### config.mk
export PLATFORM = sky130hd
export DESIGN_NAME = cpu_board_io
export DESIGN_NICKNAME = d
export VERILOG_FILES = /design/src/rtl/cpu_board_io.sv
export SDC_FILE = /design/constraint.sdc
export NUM_CORES = 1
export LEC_CHECK = 0
export BUFFER_PORTS_ARGS = -buffer_cell sky130_fd_sc_hd__buf_2
export CAP_MARGIN = 40
export CORE_AREA = 3 3 116 118
export CTS_CLUSTER_DIAMETER = 30
export DETAILED_ROUTE_END_ITERATION = 10
export DIE_AREA = 0 0 119 121
export MAX_ROUTING_LAYER = met4
export PLACE_DENSITY = 0.57
export REMOVE_ABC_BUFFERS = 1
export SLEW_MARGIN = 10
export SYNTH_ARGS = -nofsm -noshare
export SYNTH_HDL_FRONTEND = slang
export SYNTH_SLANG_ARGS = --single-unit
### constraint.sdc
create_clock -name clk -period 2 [get_ports clk]
set_clock_uncertainty 0.1 [all_clocks]
set_input_delay 0.2 -clock clk [delete_from_list [all_inputs] [get_ports clk]]
set_output_delay 0.2 -clock clk [all_outputs]
set_load 0.02 [all_outputs]
### src/rtl/cpu_board_io.sv
// rtl/cpu_board_io.sv - step-button debouncer, CPU clock source and 4-digit seven-segment scanner
// Optional feature macro: AUTO_RUN_EN (adds auto_run, a free-running cpu_clk mode)
module cpu_board_io #(
   parameter int DEB_CYCLES = 500000,
   parameter int SCAN_DIV   = 100000
`ifdef AUTO_RUN_EN
   ,
   parameter int AUTO_DIV   = 25000000
`endif
) (
   input  logic        clk,
   input  logic        Reset,
   input  logic        step_btn,
`ifdef AUTO_RUN_EN
   input  logic        auto_run,
`endif
   input  logic [1:0]  sel,
   input  logic [31:0] currentIAddr,
   input  logic [31:0] nextIAddr,
   input  logic [4:0]  rs,
   input  logic [4:0]  rt,
   input  logic [31:0] ReadData1,
   input  logic [31:0] ReadData2,
   input  logic [31:0] ALU_result,
   input  logic [31:0] DataBus,
   output logic        cpu_clk,
   output logic [3:0]  an,
   output logic [7:0]  seg
);

   localparam int DW = (DEB_CYCLES > 1) ? $clog2(DEB_CYCLES) : 1;
   localparam int SW = (SCAN_DIV > 1) ? $clog2(SCAN_DIV) : 1;

   logic          sync1;
   logic          sync2;
   logic [DW-1:0] deb_cnt;
   logic [DW-1:0] deb_cnt_next;
   logic          deb_level;
   logic          deb_level_next;
   logic [SW-1:0] scan_cnt;
   logic          scan_wrap;
   logic [1:0]    digit;
   logic [15:0]   frame;
   logic [15:0]   page_value;

   // Only the low byte of each wide debug bus is ever displayed.
   logic unused_bits;
   assign unused_bits = ^{currentIAddr[31:8], nextIAddr[31:8], ReadData1[31:8],
                          ReadData2[31:8], ALU_result[31:8], DataBus[31:8]};

   function automatic logic [6:0] hex7(input logic [3:0] n);
      case (n)
         4'h0: hex7 = 7'b1000000;
         4'h1: hex7 = 7'b1111001;
         4'h2: hex7 = 7'b0100100;
         4'h3: hex7 = 7'b0110000;
         4'h4: hex7 = 7'b0011001;
         4'h5: hex7 = 7'b0010010;
         4'h6: hex7 = 7'b0000010;
         4'h7: hex7 = 7'b1111000;
         4'h8: hex7 = 7'b0000000;
         4'h9: hex7 = 7'b0010000;
         4'hA: hex7 = 7'b0001000;
         4'hB: hex7 = 7'b0000011;
         4'hC: hex7 = 7'b1000110;
         4'hD: hex7 = 7'b0100001;
         4'hE: hex7 = 7'b0000110;
         default: hex7 = 7'b0001110;
      endcase
   endfunction

   // Two-flop synchroniser for the asynchronous push-button.
   always_ff @(posedge clk or posedge Reset) begin
      if (Reset) begin
         sync1 <= 1'b0;
         sync2 <= 1'b0;
      end else begin
         sync1 <= step_btn;
         sync2 <= sync1;
      end
   end

   // Debounce: a level change needs DEB_CYCLES consecutive differing samples.
   always_comb begin
      deb_cnt_next   = '0;
      deb_level_next = deb_level;
      if (sync2 != deb_level) begin
         if (deb_cnt == DW'(DEB_CYCLES - 1)) begin
            deb_level_next = ~deb_level;
         end else begin
            deb_cnt_next = deb_cnt + 1'b1;
         end
      end
   end

   // Debounce counter and debounced level registers.
   always_ff @(posedge clk or posedge Reset) begin
      if (Reset) begin
         deb_cnt   <= '0;
         deb_level <= 1'b0;
      end else begin
         deb_cnt   <= deb_cnt_next;
         deb_level <= deb_level_next;
      end
   end

`ifdef AUTO_RUN_EN
   localparam int AW = (AUTO_DIV > 1) ? $clog2(AUTO_DIV) : 1;
   logic [AW-1:0] auto_cnt;
   logic          auto_tick;
   logic          cpu_clk_r;

   assign auto_tick = (auto_cnt == AW'(AUTO_DIV - 1));

   // Auto-run divider; held at zero whenever auto_run is low.
   always_ff @(posedge clk or posedge Reset) begin
      if (Reset) begin
         auto_cnt <= '0;
      end else if (!auto_run || auto_tick) begin
         auto_cnt <= '0;
      end else begin
         auto_cnt <= auto_cnt + 1'b1;
      end
   end

   // cpu_clk free-runs in auto mode, otherwise tracks the debounced level.
   always_ff @(posedge clk or posedge Reset) begin
      if (Reset) begin
         cpu_clk_r <= 1'b0;
      end else if (auto_run) begin
         if (auto_tick) begin
            cpu_clk_r <= ~cpu_clk_r;
         end
      end else begin
         cpu_clk_r <= deb_level_next;
      end
   end

   assign cpu_clk = cpu_clk_r;
`else
   assign cpu_clk = deb_level;
`endif

   // Page select: left byte in [15:8], right byte in [7:0].
   always_comb begin
      page_value = {currentIAddr[7:0], nextIAddr[7:0]};
      case (sel)
         2'd1:    page_value = {3'b000, rs, ReadData1[7:0]};
         2'd2:    page_value = {3'b000, rt, ReadData2[7:0]};
         2'd3:    page_value = {ALU_result[7:0], DataBus[7:0]};
         default: page_value = {currentIAddr[7:0], nextIAddr[7:0]};
      endcase
   end

   assign scan_wrap = (scan_cnt == SW'(SCAN_DIV - 1));

   // Digit scan; the frame is latched only at the 3->0 rollover so a frame never tears.
   always_ff @(posedge clk or posedge Reset) begin
      if (Reset) begin
         scan_cnt <= '0;
         digit    <= 2'd0;
         frame    <= 16'h0000;
      end else if (scan_wrap) begin
         scan_cnt <= '0;
         digit    <= digit + 2'd1;
         if (digit == 2'd3) begin
            frame <= page_value;
         end
      end else begin
         scan_cnt <= scan_cnt + 1'b1;
      end
   end

   // Registered anode/segment drive; dp lit on digit 2 to split the two bytes.
   always_ff @(posedge clk or posedge Reset) begin
      if (Reset) begin
         an  <= 4'hF;
         seg <= 8'hFF;
      end else begin
         an  <= ~(4'b0001 << digit);
         seg <= {(digit != 2'd2), hex7(frame[{digit, 2'b00} +: 4])};
      end
   end

endmodule

==> impl_metrics.env <==
export IMPL_status="complete, no violations"
export IMPL_num_rows=41
export IMPL_final_layout_size_suffix_gt1_share_pct=41.27
export IMPL_end_kind="register"
export IMPL_n_fill_cell=1249
export IMPL_p_total_mw=3.321
export IMPL_clock_sinks=68
export IMPL_grt_max_degree=69
export IMPL_vias_per_cell=4.545
export IMPL_cts_clk_slew_worst_paths_ns=0.06
export IMPL_ant_nets=0
export IMPL_syn_avg_cell_area_um2=12.03
export IMPL_grt_pass1_vias=2596
export IMPL_arrival_ns=2.04
export IMPL_syn_inst=298
export IMPL_port_buffers=75
export IMPL_crit_type="register to register"
export IMPL_layout_common_cells="75 x buf_2, 55 x dfrtp_1, 26 x nor2_1"
export IMPL_drt_iter0_drc=118
export IMPL_synth_area_leaders="dfrtp_1 40%, mux4_2 11%, dfstp_2 8.1%, mux2_2 6.0%, ha_1 4.2%"
export IMPL_num_vias=2577
export IMPL_final_nets=609
export IMPL_syn_cell_area_mm2=0.003586
export IMPL_clock_latency_ns=0.33
export IMPL_hold_path_class="primary input to register"
export IMPL_path_max_fanout=7
export IMPL_yosysSeqAreaShare_pct=47.84
export IMPL_ys_flop_type="dfrtp_1"
export IMPL_clockBufferDepth=2
export IMPL_synth_edff_count=0
export IMPL_yosys_warnings=0
export IMPL_ys_types=42
export IMPL_drv_cap=0
export IMPL_grt_pass1_wl_um=12550
export IMPL_wl_um=7349
export IMPL_hold_viol_final=0
export IMPL_drtPass1Iterations=4
export IMPL_power_density_mw_per_mm2=717.7
export IMPL_dpl_cell_count=548
export IMPL_tightest_slew_ns=0.4231
export IMPL_critPathSlowestCell="nor4b_1"
export IMPL_fmax_mhz=518.2
export IMPL_grt_overflow=0
export IMPL_slew_headroom_pct=71.40
export IMPL_place_gp_congestion=0.7897
export IMPL_maxSlewViolCount=0
export IMPL_worst_path_largest_cell_delay_ns=0.45
export IMPL_syn2layout_area_growth_pct=29.03
export IMPL_grt_use_met1_pct=15.32
export IMPL_setup_violations=0
export IMPL_rsz0062_at_grt="no"
export IMPL_grt_total_usage_pct=11.13
export IMPL_top_usage_layer="met2"
export IMPL_min_period_ns=1.930
export IMPL_cts_tree="built"
export IMPL_dieWidth_um=119
export IMPL_peakVddDrop_mv=0.3786
export IMPL_initial_core_util_pct=28.53
export IMPL_cp_data_required_time_ns=2.11
export IMPL_clock_root_buffer="clkbuf_16"
export IMPL_grt_use_met2_pct=16.04
export IMPL_synth_seq_cells=68
export IMPL_diodes=0
export IMPL_path_cells="nor4b_1 -> nand3_1 -> nor3_1 -> mux2_2"
export IMPL_final_cells=567
export IMPL_h_tree_depth=3
export IMPL_drcViolationCount=0
export IMPL_synth_top_area_share_pct=39.78
export IMPL_finalCritPeriodShare_pct=96.49
export IMPL_final_common_cell="buf_2"
export IMPL_ios=220
export IMPL_dpl_hpwl_um=5578
export IMPL_crit_path_start_kind="register"
export IMPL_wl_per_cell_um=12.96
export IMPL_antenna_found_initial=0
export IMPL_async_flop_share_pct=100.0
export IMPL_p_leak_nw=2.074
export IMPL_cts_buffers=9
export IMPL_synth_area_leader_cell="dfrtp_1"
export IMPL_r2r_setup_slack_ns=0.07
export IMPL_die_area_mm2=0.01440
export IMPL_die_h_um=121
export IMPL_core_area_mm2=0.01257
export IMPL_grt_met3_usage_pct=3.263
stage by stage:
stage	worst slack, ns	hold slack, ns	cell area [um^2]	TNS [ns]	util, %
after floorplan	-0.2914	0.1314	3516	-4.891	-
after global placement	0.04007	0.1994	4257	0	33.87
after detailed placement	0.01930	0.2029	4257	0	33.87
after CTS	0.02097	0.1183	4613	0	36.70
after global routing	0.004635	0.1436	4627	0	36.81
final	0.07018	0.1280	4627	0	36.81
critical path, delay by kind of cell (launching register included):
family           cells  cell delay, ns
muxes                1            0.36
DFF                  1            0.44
and+or+nand+nor      3            0.92
sequential cells by signal (all words and copies together), names as in the netlist:
register / cells
cpu_clk: 1
seg: 7
an: 4
frame: 16
sync1: 1
deb_cnt: 19
scan_cnt: 17
digit: 2
sync2: 1
kinds of logic after synthesis:
kind of cell    count (synthesis)  share of synthesized area, %
xor+xnor                       28                         6.839
flops                          68                         47.84
compound gates                 27                         5.408
mux                            37                         16.96
simple gates                  101                         15.46
fa+ha+maj                      12                         4.187
buf+inv                        25                         3.315
routing by layer:
layer | vias to the layer above | part of all wire [%]
li1 | 1262 | -
met1 | 1238 | 50
met2 | 68 | 44
met3 | 9 | 5.4
met4 | 0 | 0.95
met5 | - | 0
what timing repair did:
action,CTS,global route
hold endpoints to repair,58,0
setup endpoints to repair,1,19
gates resized for setup,1,3
hold buffers,2,0
buffers inserted,0,1
pin swaps,0,1
area by class of cell:
| type | instances | area (um^2) | share of cell area, % |
|---|---|---|---|
| clock inverter | 5 | 82.58 | 1.785 |
| tap | 172 | 215.2 | 4.651 |
| inverter | 13 | 48.80 | 1.055 |
| sequential | 68 | 1718 | 37.13 |
| timing repair buffer | 93 | 556.8 | 12.03 |
| multi-input combinational | 205 | 1753 | 37.89 |
| clock buffer | 11 | 252.7 | 5.462 |
synthesized netlist by cell type (3+ instances only):
library cell / count
xnor2_1: 12
inv_1: 13
and4_1: 6
nor2_1: 26
nand3_1: 11
dfrtp_1: 57
mux2_2: 19
dfstp_2: 11
clkbuf_1: 4
ha_1: 12
xor2_1: 16
buf_2: 5
o21ai_0: 7
and2_1: 5
nor2b_1: 3
o21a_1: 3
mux4_2: 17
nor4_1: 4
nand4_1: 14
nor3_1: 5
a22o_1: 4
nand2_1: 14
or3_1: 4
a21oi_1: 6
power breakdown:
part	switching, mW	internal, mW
combinational	0.0811	0.104
clock	0.583	1.16
sequential	0.00557	1.38
total	0.670	2.65
worst paths after layout:
path,start,endpoint,depth (start not counted)
worst max-delay path,deb_cnt[9],cpu_clk,4
worst min-delay path,currentIAddr[5],frame[13],3
worst max register to register,deb_cnt[9],cpu_clk,4
worst min register to register,sync1,sync2,0
max in group asynchronous,Reset,seg[4],4
min in group asynchronous,Reset,sync2,4
No activity file was read; power rests on OpenSTA's default activity.
